[src/rtl/hazard_ctrl.sv]
// Hazard and forwarding controller for the D/E/M/W pipeline: tracks producer
// records per stage, raises stall on Tuse/Tnew conflicts and picks bypass sources.
module hazard_ctrl #(
    parameter int AW       = 5,
    parameter int TW       = 2,
    parameter int MULT_LAT = 5,
    parameter int DIV_LAT  = 10,
    parameter int CW       = 4
) (
    input  logic          clk,
    input  logic          reset,
    input  logic [AW-1:0] d_rs,
    input  logic [AW-1:0] d_rt,
    input  logic [TW-1:0] d_tuse_rs,
    input  logic [TW-1:0] d_tuse_rt,
    input  logic          d_we,
    input  logic [AW-1:0] d_wa,
    input  logic [TW-1:0] d_tnew,
    input  logic          d_md,
    input  logic          d_md_start,
    input  logic          d_md_div,
    output logic          stall,
    output logic [1:0]    fwd_d_rs,
    output logic [1:0]    fwd_d_rt,
    output logic [1:0]    fwd_e_rs,
    output logic [1:0]    fwd_e_rt,
    output logic [1:0]    fwd_m_rt,
    output logic          md_busy
);

    localparam logic [TW-1:0] TUSE_NONE = '1;
    localparam logic [TW-1:0] T_ONE     = TW'(1);

    logic          e_we, e_md_start, e_md_div;
    logic [AW-1:0] e_wa, e_rs, e_rt;
    logic [TW-1:0] e_tnew;
    logic          m_we;
    logic [AW-1:0] m_wa, m_rt;
    logic [TW-1:0] m_tnew;
    logic          w_we;
    logic [AW-1:0] w_wa;
    logic [TW-1:0] w_tnew;
    logic [CW-1:0] busy_cnt;

    function automatic logic hit(input logic we, input logic [AW-1:0] wa,
                                 input logic [AW-1:0] r);
        return we && (wa == r) && (r != '0);
    endfunction

    function automatic logic [TW-1:0] dec_sat(input logic [TW-1:0] t);
        return (t == '0) ? t : t - T_ONE;
    endfunction

    always_ff @(posedge clk or negedge reset) begin
        if (!reset) begin
            e_we       <= 1'b0;
            e_wa       <= '0;
            e_tnew     <= '0;
            e_rs       <= '0;
            e_rt       <= '0;
            e_md_start <= 1'b0;
            e_md_div   <= 1'b0;
            m_we       <= 1'b0;
            m_wa       <= '0;
            m_tnew     <= '0;
            m_rt       <= '0;
            w_we       <= 1'b0;
            w_wa       <= '0;
            w_tnew     <= '0;
            busy_cnt   <= '0;
        end else begin
            if (stall) begin
                e_we       <= 1'b0;
                e_wa       <= '0;
                e_tnew     <= '0;
                e_rs       <= '0;
                e_rt       <= '0;
                e_md_start <= 1'b0;
                e_md_div   <= 1'b0;
            end else begin
                e_we       <= d_we;
                e_wa       <= d_wa;
                e_tnew     <= d_tnew;
                e_rs       <= d_rs;
                e_rt       <= d_rt;
                e_md_start <= d_md_start;
                e_md_div   <= d_md_div;
            end
            m_we   <= e_we;
            m_wa   <= e_wa;
            m_tnew <= dec_sat(e_tnew);
            m_rt   <= e_rt;
            w_we   <= m_we;
            w_wa   <= m_wa;
            w_tnew <= dec_sat(m_tnew);
            // a mult/div leaving E reloads the counter even if it is still running
            if (e_md_start)
                busy_cnt <= e_md_div ? CW'(DIV_LAT) : CW'(MULT_LAT);
            else if (busy_cnt != '0)
                busy_cnt <= busy_cnt - CW'(1);
        end
    end

    logic stall_rs, stall_rt, stall_md;

    always_comb begin
        md_busy  = (busy_cnt != '0);
        stall_rs = (d_tuse_rs != TUSE_NONE) &&
                   ((hit(e_we, e_wa, d_rs) && (e_tnew > d_tuse_rs)) ||
                    (hit(m_we, m_wa, d_rs) && (m_tnew > d_tuse_rs)));
        stall_rt = (d_tuse_rt != TUSE_NONE) &&
                   ((hit(e_we, e_wa, d_rt) && (e_tnew > d_tuse_rt)) ||
                    (hit(m_we, m_wa, d_rt) && (m_tnew > d_tuse_rt)));
        stall_md = d_md && (md_busy || e_md_start);
        stall    = stall_rs || stall_rt || stall_md;
    end

    always_comb begin
        fwd_d_rs = 2'd0;
        if (hit(e_we, e_wa, d_rs) && (e_tnew == '0))      fwd_d_rs = 2'd3;
        else if (hit(m_we, m_wa, d_rs) && (m_tnew == '0)) fwd_d_rs = 2'd2;
        else if (hit(w_we, w_wa, d_rs) && (w_tnew == '0)) fwd_d_rs = 2'd1;

        fwd_d_rt = 2'd0;
        if (hit(e_we, e_wa, d_rt) && (e_tnew == '0))      fwd_d_rt = 2'd3;
        else if (hit(m_we, m_wa, d_rt) && (m_tnew == '0)) fwd_d_rt = 2'd2;
        else if (hit(w_we, w_wa, d_rt) && (w_tnew == '0)) fwd_d_rt = 2'd1;

        fwd_e_rs = 2'd0;
        if (hit(m_we, m_wa, e_rs) && (m_tnew == '0))      fwd_e_rs = 2'd2;
        else if (hit(w_we, w_wa, e_rs) && (w_tnew == '0)) fwd_e_rs = 2'd1;

        fwd_e_rt = 2'd0;
        if (hit(m_we, m_wa, e_rt) && (m_tnew == '0))      fwd_e_rt = 2'd2;
        else if (hit(w_we, w_wa, e_rt) && (w_tnew == '0)) fwd_e_rt = 2'd1;

        fwd_m_rt = 2'd0;
        if (hit(w_we, w_wa, m_rt) && (w_tnew == '0))      fwd_m_rt = 2'd1;
    end

endmodule

[config.mk]
export PLATFORM = sky130hd
export DESIGN_NAME = hazard_ctrl
export DESIGN_NICKNAME = d
export VERILOG_FILES = /design/src/rtl/hazard_ctrl.sv
export SDC_FILE = /design/constraint.sdc
export NUM_CORES = 1
export LEC_CHECK = 0
export ABC_CLOCK_PERIOD_IN_PS = 2710
export CAP_MARGIN = 40
export CORE_MARGIN = 3
export CORE_UTILIZATION = 50
export CTS_BUF_LIST = sky130_fd_sc_hd__clkbuf_16
export DETAILED_ROUTE_END_ITERATION = 10
export PLACE_DENSITY = 0.79
export SETUP_SLACK_MARGIN = 0.3
export SYNTH_ARGS = -nofsm -noshare
export SYNTH_HDL_FRONTEND = slang
export SYNTH_SLANG_ARGS = --single-unit
[constraint.sdc]
create_clock -name clk -period 2.71 [get_ports clk]
set_clock_uncertainty 0.15 [all_clocks]
set_input_delay 0.542 -clock clk [delete_from_list [all_inputs] [get_ports clk]]
set_output_delay 0.542 -clock clk [all_outputs]
set_load 0.005 [all_outputs]
==> Implementation_results.wiki <==
{| class="wikitable"
! Metric !! Value
|-
| Post-synth top flop || sky130_fd_sc_hd__dfrtp_1
|-
| Clock root buffer || sky130_fd_sc_hd__clkbuf_16
|-
| Sum of net half-perimeters after detailed placement || ~5300 µm
|-
| Violated checks || setup timing
|-
| Setup repair after global routing missed its margin || yes
|-
| Maximum number of pins on one net before global-route repair || 27
|-
| Detailed Route Iter0 Violations || ~220
|-
| Number of nets produced by synthesis || 278
|-
| Net count reported at finish || slightly below 400
|-
| Vias in the first global route || 2579
|-
| Number of placement rows || 25
|-
| Critical path class || primary input to primary output
|-
| TritonCTS buffer count || 5
|-
| Startpoint class of the critical path || primary input
|-
| Gr ovfl total || 0
|-
| Max VDD drop || 0.000544 V
|-
| Number of failing setup endpoints in the final timing report || 5
|-
| First-pass detailed-route iteration total || 5
|-
| Post-detailed-route count of antenna-violating nets || 0
|-
| Setup slack of the critical path after layout || -0.318 ns
|-
| H-tree levels || 2
|-
| Cell count after synthesis || 241
|-
| Final critical delay including setup and external delays || approximately 3.0 ns
|-
| Routability congestion estimate || just over 0.9
|-
| Leading cell types by total area after synthesis || sky130_fd_sc_hd__dfrtp_1 43%, sky130_fd_sc_hd__xnor2_1 14%, sky130_fd_sc_hd__and4bb_2 8.2%
|-
| Core footprint || around 4900 µm²
|-
| Floorplan die area || between 6000 and 7000 µm²
|-
| Netlist area before placement || between 2000 and 3000 µm²
|-
| GRT Util Overall || 0.301
|-
| Hold/Removal Path Class || primary input to async pin
|-
| FILL cells || roughly 220
|-
| Number of enable-type register cells in the synthesized netlist || 0
|-
| Data required time of the worst path || roughly 2 ns
|-
| Count of input and output buffers || 37
|-
| FF+latch count, synth || 45
|-
| CTS tree || built
|-
| Status || finished, violations left
|-
| Synthesis-to-finish area growth || 64.1%
|-
| Initial Util || 0.532
|-
| Average wire per cell in the routed design || between 20 and 30 µm
|-
| Static leakage power || about 0.0019 µW
|-
| Number of hold-slack violations in the final timing report || 0
|-
| Die outline width || between 70 and 80 µm
|-
| Fraction of the cycle the final worst path needs || 1.12
|-
| Sort of element at the end of the critical path || primary output
|-
| Power density over the cells || 554 nW/µm²
|-
| Clock latency at the later pin of the worst-skew pair || 0.29 ns
|-
| Maximum fanout along the worst path || 3
|-
| Yosys warning count || 0
|-
| Antenna cell count || 0
|-
| Synth cell count leaders || 45 x sky130_fd_sc_hd__dfrtp_1, 41 x sky130_fd_sc_hd__xnor2_1, 17 x sky130_fd_sc_hd__and4bb_2
|-
| Maximum operating frequency || about 330 MHz
|-
| Number of vias per cell || ~6.3
|-
| Overall power after layout || 2360 µW
|-
| Library cell occupying the most area in the post-synthesis netlist || sky130_fd_sc_hd__dfrtp_1
|-
| Global-route wire length before repair || around 14000 µm
|-
| # hold bufs at CTS || 0
|-
| Die height || between 70 and 80 µm
|-
| CP arrival || roughly 2.3 ns
|-
| Clock slew seen by the registers of the worst setup and hold paths || roughly 0.06 ns
|-
| Via Count || roughly 2700
|-
| Initial antenna violation count || 0
|-
| DRC Markers || 0
|-
| Post-synth cell types || 39
|-
| Most numerous cell in the Yosys netlist || sky130_fd_sc_hd__dfrtp_1
|-
| Async SR Flop Fraction || 1.00
|-
| Deepest clock path buffer count || 2
|-
| Number of sinks handled by clock tree synthesis || 45
|-
| Total wire length after detailed routing || between 10000 and 15000 µm
|-
| Pins over their slew limit || 0
|-
| Number of I/O pins || 39
|-
| Ratio of cells with drive above 1 in the final layout || 0.543
|-
| Number of max-capacitance violations reported || 0
|-
| Yosys top cell area share || 0.434
|-
| Post-placement worst setup slack || -0.936 ns
|-
| Mean instance size in the synthesized netlist || 10.8 µm²
|-
| Fraction of the yosys area taken by sequential cells || 0.434
|}
## registers in the layout, indices dropped and copies added (netlist names)
name / cells
e_rs: 5
e_we: 1
busy_cnt: 4
e_md_div: 1
w_tnew: 2
m_wa: 5
e_rt: 5
e_tnew: 2
w_we: 1
m_we: 1
w_wa: 5
m_tnew: 2
e_wa: 5
e_md_start: 1
m_rt: 5
## where the power goes
| group | leakage, µW | switching (µW) | internal (µW) | total (µW) |
|---|---|---|---|---|
| logic | 0.00123 | 424 | 466 | 890 |
| clock network | 0.0000687 | 264 | 334 | 598 |
| registers | 0.000564 | 105 | 769 | 874 |
## metal layers
layer,global-route usage,part of all wire,routed length (µm),up-vias
li1,-,-,-,1093
met1,0.347,0.38,4020,1326
met2,0.508,0.49,5200,191
met3,0.0688,0.079,841,66
met4,0.182,0.060,647,0
met5,0,0,0,-
## through the flow
stage	setup TNS [ns]	instance area [µm²]	hold WS, ns	cells	utilization
6_report	-0.940	4260	0.0385	428	0.873
5_1_grt	-1.06	4260	0.0671	428	0.873
4_1_cts	-0.348	3880	0.0539	414	0.795
3_5_place_dp	-10.02	3470	0.269	395	0.711
3_3_place_gp	-6.76	3470	0.260	395	0.711
2_1_floorplan	0	2600	0.0964	241	-
## final timing paths
kind | to | startpoint | cells after the start | slack, ns
min in group clk | m_wa[3] | e_wa[3] | 0 | 0.30
worst max register to register | e_tnew[1] | m_wa[4] | 9 | 0.20
worst max-delay path | stall | d_rt[2] | 7 | -0.32
max in group asynchronous | m_tnew[1] | reset | 2 | 1.64
worst min register to register | m_wa[3] | e_wa[3] | 0 | 0.30
worst min-delay path | e_wa[3] | reset | 1 | 0.04
## kinds of logic after synthesis
group | after synthesis | synth area share
other | 1 | 0.00144
xor gates and xnor gates | 53 | 0.179
and+or+nand+nor | 81 | 0.225
DFF | 45 | 0.434
buffers and inverters | 26 | 0.0405
AOI/OAI and AO/OA | 25 | 0.0723
adders and majority gates | 10 | 0.0482
## layout by cell type (no fill, tap or decap), types with 3 or more instances in the layout
cell type / n
sky130_fd_sc_hd__buf_8: 3
sky130_fd_sc_hd__ha_4: 5
sky130_fd_sc_hd__clkbuf_16: 7
sky130_fd_sc_hd__or4_4: 6
sky130_fd_sc_hd__nand2b_1: 4
sky130_fd_sc_hd__o21a_1: 3
sky130_fd_sc_hd__nor4_1: 4
sky130_fd_sc_hd__buf_6: 23
sky130_fd_sc_hd__inv_1: 8
sky130_fd_sc_hd__a21oi_1: 3
sky130_fd_sc_hd__clkdlybuf4s50_1: 11
sky130_fd_sc_hd__nor2_1: 7
sky130_fd_sc_hd__nand2_1: 6
sky130_fd_sc_hd__dlygate4sd2_1: 3
sky130_fd_sc_hd__and4bb_2: 17
sky130_fd_sc_hd__ha_1: 5
sky130_fd_sc_hd__buf_4: 66
sky130_fd_sc_hd__and2_1: 3
sky130_fd_sc_hd__xnor2_2: 7
sky130_fd_sc_hd__inv_2: 4
sky130_fd_sc_hd__xnor2_1: 32
sky130_fd_sc_hd__nand4_1: 7
sky130_fd_sc_hd__nor4b_4: 3
sky130_fd_sc_hd__buf_2: 13
sky130_fd_sc_hd__xor2_1: 12
sky130_fd_sc_hd__dfrtp_2: 9
sky130_fd_sc_hd__nand2_2: 3
sky130_fd_sc_hd__dfrtp_1: 36
## worst max-delay path: stages
cell and delay, ns:
sky130_fd_sc_hd__buf_6 0.09, sky130_fd_sc_hd__or4_4 0.58, sky130_fd_sc_hd__o211ai_2 0.24, sky130_fd_sc_hd__a2111oi_2 0.08
sky130_fd_sc_hd__a2bb2oi_2 0.16, sky130_fd_sc_hd__or4_4 0.50, sky130_fd_sc_hd__buf_6 0.14
## cell type report
| class | count | area, µm² | area share |
|---|---|---|---|
| clock inverters | 3 | 12.5 | 0.00294 |
| inverters | 13 | 51.3 | 0.0120 |
| clock buffers | 5 | 125 | 0.0294 |
| repair buffers | 125 | 1090 | 0.256 |
| flip-flops and latches | 45 | 1140 | 0.267 |
| multi-input cells | 170 | 1760 | 0.413 |
| well taps | 67 | 83.8 | 0.0197 |
## repair_timing
| item | in CTS | in global routing |
|---|---|---|
| setup endpoints to repair | 31 | 30 |
| resized for setup | 127 | 72 |
| cloned | 0 | 5 |
| pin swaps | 28 | 25 |
| buffers inserted | 11 | 9 |
Power figures use the tool's default switching activity.
